### config.mk
export PLATFORM = sky130hd
export DESIGN_NAME = multicycle_control_unit_flat
export DESIGN_NICKNAME = d
export VERILOG_FILES = /design/src/rtl/multicycle_control_unit_if.sv /design/src/rtl/multicycle_control_unit.sv /design/src/flat_wrapper.sv
export SDC_FILE = /design/constraint.sdc
export NUM_CORES = 1
export LEC_CHECK = 0
export ABC_AREA = 1
export BUFFER_PORTS_ARGS = -buffer_cell sky130_fd_sc_hd__buf_2
export CAP_MARGIN = 30
export CORE_MARGIN = 3
export CORE_UTILIZATION = 55
export DETAILED_ROUTE_END_ITERATION = 16
export MAX_ROUTING_LAYER = met4
export PLACE_DENSITY = 0.94
export SKIP_CTS_REPAIR_TIMING = 1
export SLEW_MARGIN = 40
export SYNTH_ARGS = -nofsm -noshare
export SYNTH_HDL_FRONTEND = slang
export SYNTH_SLANG_ARGS = --single-unit
### constraint.sdc
create_clock -name clk -period 2.75 [get_ports clk]
set_input_delay 0 -clock clk [delete_from_list [all_inputs] [get_ports clk]]
set_output_delay 0 -clock clk [all_outputs]
set_load 0.1 [all_outputs]
### src/rtl/multicycle_control_unit_if.sv
`default_nettype none
// ============================================================================
// Interface : multicycle_control_unit_if
// Brief     : Opcode/memory handshake inputs and datapath control outputs
//             of the multicycle control unit.
// Revision  : 1.0 - initial release
// ============================================================================
interface multicycle_control_unit_if #(
    parameter int CNT_W = 16
);
    logic [5:0]       instr_op;
    logic             mem_ready;
    logic             pc_write;
    logic             pc_write_cond;
    logic             i_or_d;
    logic             mem_read;
    logic             mem_write;
    logic             ir_write;
    logic             mem_to_reg;
    logic             alu_src_a;
    logic             reg_write;
    logic             reg_dst;
    logic [1:0]       pc_source;
    logic [1:0]       alu_op;
    logic [1:0]       alu_src_b;
    logic [3:0]       state;
    logic             instr_done;
    logic             illegal_op;
    logic [CNT_W-1:0] instr_count;

    modport master (
        output instr_op, mem_ready,
        input  pc_write, pc_write_cond, i_or_d, mem_read, mem_write, ir_write,
               mem_to_reg, alu_src_a, reg_write, reg_dst, pc_source, alu_op,
               alu_src_b, state, instr_done, illegal_op, instr_count
    );

    modport slave (
        input  instr_op, mem_ready,
        output pc_write, pc_write_cond, i_or_d, mem_read, mem_write, ir_write,
               mem_to_reg, alu_src_a, reg_write, reg_dst, pc_source, alu_op,
               alu_src_b, state, instr_done, illegal_op, instr_count
    );
endinterface
`default_nettype wire

### src/rtl/multicycle_control_unit.sv
`default_nettype none
// ============================================================================
// Module   : multicycle_control_unit
// Brief    : Moore control FSM for a multicycle MIPS-style datapath.
//            Build option: define CTRL_JUMP_EN to support the j instruction.
// Revision : 1.0 - initial release
// ============================================================================
module multicycle_control_unit #(
    parameter int CNT_W = 16
) (
    input  wire                      clk,
    input  wire                      rst,
    multicycle_control_unit_if.slave bus
);
    localparam logic [5:0] c_OP_RTYPE = 6'b000000;
    localparam logic [5:0] c_OP_LW    = 6'b100011;
    localparam logic [5:0] c_OP_SW    = 6'b101011;
    localparam logic [5:0] c_OP_BEQ   = 6'b000100;
    localparam logic [5:0] c_OP_ADDI  = 6'b001000;
`ifdef CTRL_JUMP_EN
    localparam logic [5:0] c_OP_J     = 6'b000010;
`endif

    typedef enum logic [3:0] {
        ST_FETCH    = 4'd0,
        ST_DECODE   = 4'd1,
        ST_MEM_ADDR = 4'd2,
        ST_MEM_RD   = 4'd3,
        ST_MEM_WB   = 4'd4,
        ST_MEM_WR   = 4'd5,
        ST_EXECUTE  = 4'd6,
        ST_R_WB     = 4'd7,
        ST_BRANCH   = 4'd8,
`ifdef CTRL_JUMP_EN
        ST_JUMP     = 4'd9,
`endif
        ST_ADDI_EX  = 4'd10,
        ST_ADDI_WB  = 4'd11
    } state_t;

    // fetch/wr_done mark strobes that are later qualified by mem_ready
    typedef struct packed {
        logic       pc_write;
        logic       pc_write_cond;
        logic       i_or_d;
        logic       mem_read;
        logic       mem_write;
        logic       mem_to_reg;
        logic       alu_src_a;
        logic       reg_write;
        logic       reg_dst;
        logic [1:0] pc_source;
        logic [1:0] alu_op;
        logic [1:0] alu_src_b;
        logic       done;
        logic       fetch;
        logic       wr_done;
    } ctrl_t;

    function automatic ctrl_t decode(input state_t s);
        ctrl_t c;
        c = '0;
        case (s)
            ST_FETCH:    begin c.mem_read = 1'b1; c.alu_src_b = 2'b01; c.fetch = 1'b1; end
            ST_DECODE:   c.alu_src_b = 2'b11;
            ST_MEM_ADDR: begin c.alu_src_a = 1'b1; c.alu_src_b = 2'b10; end
            ST_MEM_RD:   begin c.mem_read = 1'b1; c.i_or_d = 1'b1; end
            ST_MEM_WB:   begin c.mem_to_reg = 1'b1; c.reg_write = 1'b1; c.done = 1'b1; end
            ST_MEM_WR:   begin c.mem_write = 1'b1; c.i_or_d = 1'b1; c.wr_done = 1'b1; end
            ST_EXECUTE:  begin c.alu_src_a = 1'b1; c.alu_op = 2'b10; end
            ST_R_WB:     begin c.reg_dst = 1'b1; c.reg_write = 1'b1; c.done = 1'b1; end
            ST_BRANCH: begin
                c.alu_src_a     = 1'b1;
                c.alu_op        = 2'b01;
                c.pc_write_cond = 1'b1;
                c.pc_source     = 2'b01;
                c.done          = 1'b1;
            end
`ifdef CTRL_JUMP_EN
            ST_JUMP:     begin c.pc_write = 1'b1; c.pc_source = 2'b10; c.done = 1'b1; end
`endif
            ST_ADDI_EX:  begin c.alu_src_a = 1'b1; c.alu_src_b = 2'b10; end
            ST_ADDI_WB:  begin c.reg_write = 1'b1; c.done = 1'b1; end
            default:     c = '0;
        endcase
        return c;
    endfunction

    function automatic logic is_legal(input logic [5:0] op);
        logic ok;
        case (op)
            c_OP_RTYPE, c_OP_LW, c_OP_SW, c_OP_BEQ, c_OP_ADDI: ok = 1'b1;
`ifdef CTRL_JUMP_EN
            c_OP_J:  ok = 1'b1;
`endif
            default: ok = 1'b0;
        endcase
        return ok;
    endfunction

    function automatic state_t next_of(input state_t s, input logic [5:0] op, input logic ready);
        state_t n;
        n = ST_FETCH;
        case (s)
            ST_FETCH: n = ready ? ST_DECODE : ST_FETCH;
            ST_DECODE: begin
                case (op)
                    c_OP_RTYPE:       n = ST_EXECUTE;
                    c_OP_LW, c_OP_SW: n = ST_MEM_ADDR;
                    c_OP_BEQ:         n = ST_BRANCH;
                    c_OP_ADDI:        n = ST_ADDI_EX;
`ifdef CTRL_JUMP_EN
                    c_OP_J:           n = ST_JUMP;
`endif
                    default:          n = ST_FETCH;
                endcase
            end
            ST_MEM_ADDR: n = (op == c_OP_LW) ? ST_MEM_RD : ST_MEM_WR;
            ST_MEM_RD:   n = ready ? ST_MEM_WB : ST_MEM_RD;
            ST_MEM_WR:   n = ready ? ST_FETCH : ST_MEM_WR;
            ST_EXECUTE:  n = ST_R_WB;
            ST_ADDI_EX:  n = ST_ADDI_WB;
            // write-back, branch, jump and unused encodings all return to fetch
            default:     n = ST_FETCH;
        endcase
        return n;
    endfunction

    state_t           r_state;
    ctrl_t            r_ctrl;
    logic [CNT_W-1:0] r_count;
    state_t           w_next;
    logic             w_fetch_go;
    logic             w_instr_done;

    assign w_next       = next_of(r_state, bus.instr_op, bus.mem_ready);
    assign w_fetch_go   = r_ctrl.fetch & bus.mem_ready;
    assign w_instr_done = r_ctrl.done | (r_ctrl.wr_done & bus.mem_ready);

    // Outputs are decoded from the next state so they are valid from the first
    // cycle of each state without a combinational path from the state register.
    always_ff @(posedge clk) begin
        if (rst) begin
            r_state <= ST_FETCH;
            r_ctrl  <= decode(ST_FETCH);
            r_count <= '0;
        end else begin
            r_state <= w_next;
            r_ctrl  <= decode(w_next);
            if (w_instr_done) begin
                r_count <= r_count + 1'b1;
            end
        end
    end

    assign bus.pc_write      = r_ctrl.pc_write | w_fetch_go;
    assign bus.ir_write      = w_fetch_go;
    assign bus.pc_write_cond = r_ctrl.pc_write_cond;
    assign bus.i_or_d        = r_ctrl.i_or_d;
    assign bus.mem_read      = r_ctrl.mem_read;
    assign bus.mem_write     = r_ctrl.mem_write;
    assign bus.mem_to_reg    = r_ctrl.mem_to_reg;
    assign bus.alu_src_a     = r_ctrl.alu_src_a;
    assign bus.reg_write     = r_ctrl.reg_write;
    assign bus.reg_dst       = r_ctrl.reg_dst;
    assign bus.pc_source     = r_ctrl.pc_source;
    assign bus.alu_op        = r_ctrl.alu_op;
    assign bus.alu_src_b     = r_ctrl.alu_src_b;
    assign bus.state         = r_state;
    assign bus.instr_done    = w_instr_done;
    assign bus.illegal_op    = (r_state == ST_DECODE) && !is_legal(bus.instr_op);
    assign bus.instr_count   = r_count;
endmodule
`default_nettype wire

### src/flat_wrapper.sv
// flat-port wrapper written by rule: the top's interface ports become plain ports
module multicycle_control_unit_flat 
#(
    parameter int CNT_W = 16
)
  (clk, rst, bus_instr_op, bus_mem_ready, bus_pc_write, bus_pc_write_cond, bus_i_or_d, bus_mem_read, bus_mem_write, bus_ir_write, bus_mem_to_reg, bus_alu_src_a, bus_reg_write, bus_reg_dst, bus_pc_source, bus_alu_op, bus_alu_src_b, bus_state, bus_instr_done, bus_illegal_op, bus_instr_count);
  multicycle_control_unit_if #(.CNT_W(CNT_W)) bus_i ();
  input  wire clk;
  input  wire rst;
  input wire logic [$bits(bus_i.instr_op)-1:0] bus_instr_op;
  input wire logic [$bits(bus_i.mem_ready)-1:0] bus_mem_ready;
  output wire logic [$bits(bus_i.pc_write)-1:0] bus_pc_write;
  output wire logic [$bits(bus_i.pc_write_cond)-1:0] bus_pc_write_cond;
  output wire logic [$bits(bus_i.i_or_d)-1:0] bus_i_or_d;
  output wire logic [$bits(bus_i.mem_read)-1:0] bus_mem_read;
  output wire logic [$bits(bus_i.mem_write)-1:0] bus_mem_write;
  output wire logic [$bits(bus_i.ir_write)-1:0] bus_ir_write;
  output wire logic [$bits(bus_i.mem_to_reg)-1:0] bus_mem_to_reg;
  output wire logic [$bits(bus_i.alu_src_a)-1:0] bus_alu_src_a;
  output wire logic [$bits(bus_i.reg_write)-1:0] bus_reg_write;
  output wire logic [$bits(bus_i.reg_dst)-1:0] bus_reg_dst;
  output wire logic [$bits(bus_i.pc_source)-1:0] bus_pc_source;
  output wire logic [$bits(bus_i.alu_op)-1:0] bus_alu_op;
  output wire logic [$bits(bus_i.alu_src_b)-1:0] bus_alu_src_b;
  output wire logic [$bits(bus_i.state)-1:0] bus_state;
  output wire logic [$bits(bus_i.instr_done)-1:0] bus_instr_done;
  output wire logic [$bits(bus_i.illegal_op)-1:0] bus_illegal_op;
  output wire logic [$bits(bus_i.instr_count)-1:0] bus_instr_count;
  assign bus_i.instr_op = bus_instr_op;
  assign bus_i.mem_ready = bus_mem_ready;
  assign bus_pc_write = bus_i.pc_write;
  assign bus_pc_write_cond = bus_i.pc_write_cond;
  assign bus_i_or_d = bus_i.i_or_d;
  assign bus_mem_read = bus_i.mem_read;
  assign bus_mem_write = bus_i.mem_write;
  assign bus_ir_write = bus_i.ir_write;
  assign bus_mem_to_reg = bus_i.mem_to_reg;
  assign bus_alu_src_a = bus_i.alu_src_a;
  assign bus_reg_write = bus_i.reg_write;
  assign bus_reg_dst = bus_i.reg_dst;
  assign bus_pc_source = bus_i.pc_source;
  assign bus_alu_op = bus_i.alu_op;
  assign bus_alu_src_b = bus_i.alu_src_b;
  assign bus_state = bus_i.state;
  assign bus_instr_done = bus_i.instr_done;
  assign bus_illegal_op = bus_i.illegal_op;
  assign bus_instr_count = bus_i.instr_count;
  multicycle_control_unit #(.CNT_W(CNT_W)) u_core (.clk(clk), .rst(rst), .bus(bus_i));
endmodule
After elaboration in Yosys (flattened, before gate mapping)
Cells that the tools add are included.
Word-level totals
  bits in registers: 36
  input bits: 9
  output and inout bits: 38
  word-level logic and storage cells: 73
Operators by class
  add/subtract/negate cells: 1
  bitwise logic cells: 4
  mux-type cells: 20
  equal/unequal tests: 20
  reductions and logical operators: 13
Operators with widths (number)
  one-hot mux 4 bit (7 select lines): 1
  == test 4 x 3 -> 1 bit (second input constant): 6
  adder 16 x 1 -> 16 bit (second input constant): 1
  == test 4 x 2 -> 1 bit (second input constant): 4
  == test 4 bit (second input constant): 4
  one-hot mux 4 bit (4 select lines): 1
  two-way mux 1 bit: 13
  == test 6 bit (second input constant): 2
  two-way mux 3 bit: 3
  == test 4 x 1 -> 1 bit (second input constant): 2
  logical NOT 4 bit: 2
  OR reduction 2 bit: 4
  OR reduction 4 bit: 2
  == test 6 x 3 -> 1 bit (second input constant): 1
  == test 6 x 4 -> 1 bit (second input constant): 1
  logical NOT 6 bit: 1
  one-hot mux 2 bit (3 select lines): 1
  OR reduction 5 bit: 1
  one-hot mux 2 bit (2 select lines): 1
  OR reduction 3 bit: 1
  AND 1 bit: 2
  logical AND 1 bit: 1
  logical NOT 1 bit: 1
  bitwise OR 1 bit: 1
  bitwise OR 1 bit (first input constant): 1

Depth between registers and ports, before layout
  depth after elaboration: 7
  gate-level depth with buffers: 10
  mapped depth without buffers: 10

Least setup slack after synthesis
Ideal clock, no wire load.
  kind: register to output
  from: register u_core.r_state[0] (netlist: u_core.bus.state[0])
  to: output bus_illegal_op
  data required time: 2750 ps
  cell stages (with the launch flop): 5
  path slack: -716 ps
  data arrival time: 3466 ps
  buffers on the path: 0
  cell sequence: dfxtp_1 > nand2_1 > nor2_2 > nand2_1 > nor3_1
On the way
  word-level cells in the longest chain between the ends: 2
RTL lines
  start, declared: RTL line multicycle_control_unit.sv:129  | state_t r_state;
  start signal, assigned: RTL line multicycle_control_unit.sv:148  | r_state <= w_next;
  == test 4 x 1 -> 1 bit: RTL line multicycle_control_unit.sv:171  | assign bus.illegal_op = (r_state == ST_DECODE) && !is_legal(bus.instr_op);
  logical AND 1 bit: RTL line multicycle_control_unit.sv:171
  end, declared: RTL line flat_wrapper.sv:27  | output wire logic [$bits(bus_i.illegal_op)-1:0] bus_illegal_op;
Every way passes these cells.

Worst setup path in the final report
  from: register u_core.r_state[2] (netlist: u_core.bus.state[2])
  to: output bus_illegal_op
The elaborated chain is that of the path after synthesis.

==> metrics.txt <==
# TYPE chip_impl_metric gauge
chip_impl_metric{name="post_synth_inst_count",unit=""} 246
chip_impl_info{name="crit_path_cell_trace",value="nor2_2, inv_1, nor2_2, nand2_1, nor3_2, buf_2"} 1
chip_impl_metric{name="pint",unit="uW"} 694
chip_impl_metric{name="gr-total-overflow",unit=""} 0
chip_impl_metric{name="clkPwrFrac",unit=""} 0.389
chip_impl_metric{name="synth-seq-area-share",unit=""} 0.389
chip_impl_metric{name="std_cell_rows",unit=""} 19
chip_impl_info{name="critPathSlowestCell",value="sky130_fd_sc_hd__buf_2"} 1
chip_impl_metric{name="max_buffers_root_to_sink",unit=""} 2
chip_impl_metric{name="num_vias",unit=""} 1651
chip_impl_metric{name="grt_antenna_before_repair",unit=""} 0
chip_impl_metric{name="fin_skew",unit="ns"} 0.00545
chip_impl_info{name="outcome",value="finished, final reports clean"} 1
chip_impl_metric{name="post_layout_nonfiller_instances",unit=""} 320
chip_impl_metric{name="post_drt_via_cell_ratio",unit=""} 5.16
chip_impl_metric{name="place.detailed.instances",unit=""} 312
chip_impl_metric{name="avgRoutedWirePerCell",unit="um"} 11.7
chip_impl_metric{name="power.share.combinational",unit=""} 0.112
chip_impl_info{name="synth_area_leader_cell",value="sky130_fd_sc_hd__dfxtp_1"} 1
chip_impl_metric{name="n_antenna_cell",unit=""} 0
chip_impl_metric{name="grt_start_max_net_pins",unit=""} 15
chip_impl_metric{name="initial_core_util",unit=""} 0.595
chip_impl_metric{name="grtUsageTotal",unit=""} 0.234
chip_impl_metric{name="switching_power",unit="uW"} 280
chip_impl_metric{name="crit_required",unit="ns"} 2.75
chip_impl_metric{name="clk_transition_reported_paths",unit="ns"} 0.11
chip_impl_info{name="critPathMostFrequentCell",value="sky130_fd_sc_hd__nor2_2"} 1
chip_impl_metric{name="detail_route.iter0.violations",unit=""} 125
chip_impl_metric{name="fmaxAchievable",unit="GHz"} 0.549
chip_impl_metric{name="yosys.area.top_type_share",unit=""} 0.389
chip_impl_info{name="setup_repair_after_global_routing_missed_its_margin",value="no"} 1
chip_impl_info{name="ctsRootBufferMaster",value="sky130_fd_sc_hd__clkbuf_4"} 1
chip_impl_metric{name="dieWidth",unit="um"} 61.6
chip_impl_metric{name="setup_slack",unit="ns"} 0.929
chip_impl_metric{name="dieArea",unit="um^2"} 3790
chip_impl_metric{name="syn-mean-instance-area",unit="um^2"} 6.90
chip_impl_metric{name="timing.hold.ws",unit="ns"} 0.0143
chip_impl_metric{name="yosysUniqueCellTypes",unit=""} 32
chip_impl_metric{name="detail_route.wirelength",unit="um"} 3750
chip_impl_metric{name="layout-area-overhead-vs-synth",unit="%"} 16.6
chip_impl_info{name="cts_tree",value="done"} 1
chip_impl_metric{name="clock_sinks",unit=""} 33
chip_impl_metric{name="fin_util",unit=""} 0.694
chip_impl_info{name="synth.top_cells.by_area",value="sky130_fd_sc_hd__dfxtp_1 39%, sky130_fd_sc_hd__nand2_1 13%, sky130_fd_sc_hd__inv_1 8.2%"} 1
chip_impl_metric{name="postSynthNetCount",unit=""} 256
chip_impl_metric{name="ys.warnings.count",unit=""} 0
chip_impl_metric{name="power.switching_fraction",unit=""} 0.287
chip_impl_metric{name="largest_register_ff_count",unit=""} 16
chip_impl_metric{name="firstDrtPassIters",unit=""} 4
chip_impl_metric{name="gp_congestion",unit=""} 0.960
chip_impl_info{name="timing.hold.worst.class",value="primary input to flop"} 1
chip_impl_metric{name="max_cap_viol_count",unit=""} 0
chip_impl_metric{name="die_height",unit="um"} 61.6
chip_impl_metric{name="finalMaxSlewViolations",unit=""} 0
chip_impl_metric{name="hold_viol",unit=""} 0
chip_impl_metric{name="setup-tns-final",unit="ns"} 0
chip_impl_metric{name="power.static_leakage",unit="uW"} 0.00109
chip_impl_metric{name="critical_path.max_stage_delay",unit="ns"} 0.45
chip_impl_metric{name="vdd.ir_drop.worst",unit="mV"} 0.293
chip_impl_metric{name="period_share",unit=""} 0.662
chip_impl_info{name="worst-setup-path-type",value="flop to output pin"} 1
chip_impl_metric{name="numPortBuffers",unit=""} 45
chip_impl_metric{name="grt_pass1_wl",unit="um"} 6490
chip_impl_metric{name="design.final.nets",unit=""} 298
chip_impl_metric{name="detail_route.drc_violations",unit=""} 0
chip_impl_metric{name="first_global_vias",unit=""} 1499
chip_impl_info{name="worstSetupEndpointType",value="output pin"} 1
chip_impl_metric{name="syn_area",unit="um^2"} 1700
chip_impl_metric{name="timing.critical_path.arrival",unit="ns"} 1.82
chip_impl_metric{name="num-fill-cells",unit=""} 234
chip_impl_metric{name="power.density_cell_area",unit="nW/um^2"} 492
chip_impl_metric{name="sequentialPowerShare",unit=""} 0.499
chip_impl_metric{name="post_route_cells_drive_above_1_share",unit=""} 0.260
chip_impl_metric{name="core_area",unit="um^2"} 2850
chip_impl_metric{name="final_period_minus_worst_setup_slack",unit="ns"} 1.82
chip_impl_metric{name="dp_hpwl",unit="um"} 2800
chip_impl_info{name="setup.worst_path.start_class",value="flop"} 1
chip_impl_metric{name="crit_fanout",unit=""} 4
chip_impl_metric{name="clkLatencyLatePin",unit="ns"} 0.35
chip_impl_metric{name="htreeDepth",unit=""} 2
chip_impl_metric{name="preCtsSetupSlack",unit="ns"} 1.24
chip_impl_metric{name="numCtsBuffers",unit=""} 5
chip_impl_metric{name="report.final.setup_viol",unit=""} 0
chip_impl_metric{name="pin_count",unit=""} 47
chip_impl_metric{name="drtAntennaViolNets",unit=""} 0
chip_impl_metric{name="synth.ff_latch_count",unit=""} 33
==> path summary, 6_finish.rpt <==
path	start	end	slack [ns]	cells past startpoint
worst max-delay path	u_core.bus.state[2]	bus_illegal_op	0.93	6
worst min-delay path	rst	u_core.bus.reg_dst	0.01	2
worst max register to register	u_core.bus.instr_count[0]	u_core.bus.instr_count[6]	1.19	8
worst min register to register	u_core.bus.instr_count[14]	u_core.bus.instr_count[14]	0.51	2
==> metrics by stage <==
stage	total power (uW)	area, um^2
finish	974	1980
CTS	974	1980
detailed placement	605	1900
global route	1000	1980
floorplan	588	1700
global placement	603	1900
==> critical path: cells and delay by family (launching register included) <==
family / cells / cell delay [ns]
and+or+nand+nor: 4 / 0.57
buffers and inverters: 2 / 0.54
DFF: 1 / 0.35
==> cells by family (layout without fill, tap and decap cells) <==
group | count (synthesis) | after routing | synth area share
fa+ha+maj | 1 | 1 | 0.00737
xor+xnor | 2 | 2 | 0.0103
compound gates | 21 | 21 | 0.0715
other cells | 1 | 1 | 0.00221
buf+inv | 48 | 91 | 0.126
flops | 33 | 33 | 0.389
simple gates | 140 | 140 | 0.394
==> cell usage after synthesis (all sizes together) <==
cell type / n
nand2: 65
nor2: 42
inv: 38
dfxtp: 33
nand3: 19
a21oi: 10
buf: 8
nor3: 8
o21ai: 6
nand4: 4
a21o: 2
clkbuf: 2
a211oi: 1
conb: 1
ha: 1
nor2b: 1
nor3b: 1
o211ai: 1
o21a: 1
xnor2: 1
xor2: 1
==> per-layer routing <==
layer	vias up	routed length, um	share of wire	global-route usage
met2	58	1650	0.44	0.338
met4	0	90	0.024	0.106
met1	739	1780	0.47	0.307
met3	10	232	0.062	0.0587
met5	-	0	0	-
li1	844	-	-	-
==> power by group through the flow <==
| stage | combinational (uW) | sequential [uW] | clock [uW] |
|---|---|---|---|
| floorplan | 73.5 | 514 | 0 |
| global placement | 107 | 496 | 0 |
| detailed placement | 108 | 496 | 0 |
| CTS | 109 | 486 | 379 |
| global route | 117 | 487 | 398 |
| finish | 109 | 486 | 379 |
==> placed cells by master (no fill, tap or decap), types with 2 or more instances in the layout <==
cell                       count
sky130_fd_sc_hd__nand2_1      60
sky130_fd_sc_hd__buf_2        45
sky130_fd_sc_hd__inv_1        37
sky130_fd_sc_hd__dfxtp_1      33
sky130_fd_sc_hd__nor2_1       32
sky130_fd_sc_hd__nand3_1      17
sky130_fd_sc_hd__a21oi_1       9
sky130_fd_sc_hd__nor2_2        7
sky130_fd_sc_hd__o21ai_0       6
sky130_fd_sc_hd__nor3_1        5
sky130_fd_sc_hd__clkbuf_4      5
sky130_fd_sc_hd__nand2_2       4
sky130_fd_sc_hd__nand4_1       4
sky130_fd_sc_hd__a21o_1        2
sky130_fd_sc_hd__nor3_2        2
sky130_fd_sc_hd__nand3_2       2
sky130_fd_sc_hd__nor2_4        2
==> layout make-up <==
class                           instances  area [um^2]  share of cell area
Clock buffer                            5         37.5              0.0190
Clock inverter                          3         46.3              0.0234
Inverter                               38          143              0.0721
Multi-Input combinational cell        165          828               0.418
Sequential cell                        33          661               0.334
Tap cell                               31         38.8              0.0196
Timing Repair Buffer                   45          225               0.114
No activity file was read; power rests on OpenSTA's default activity.
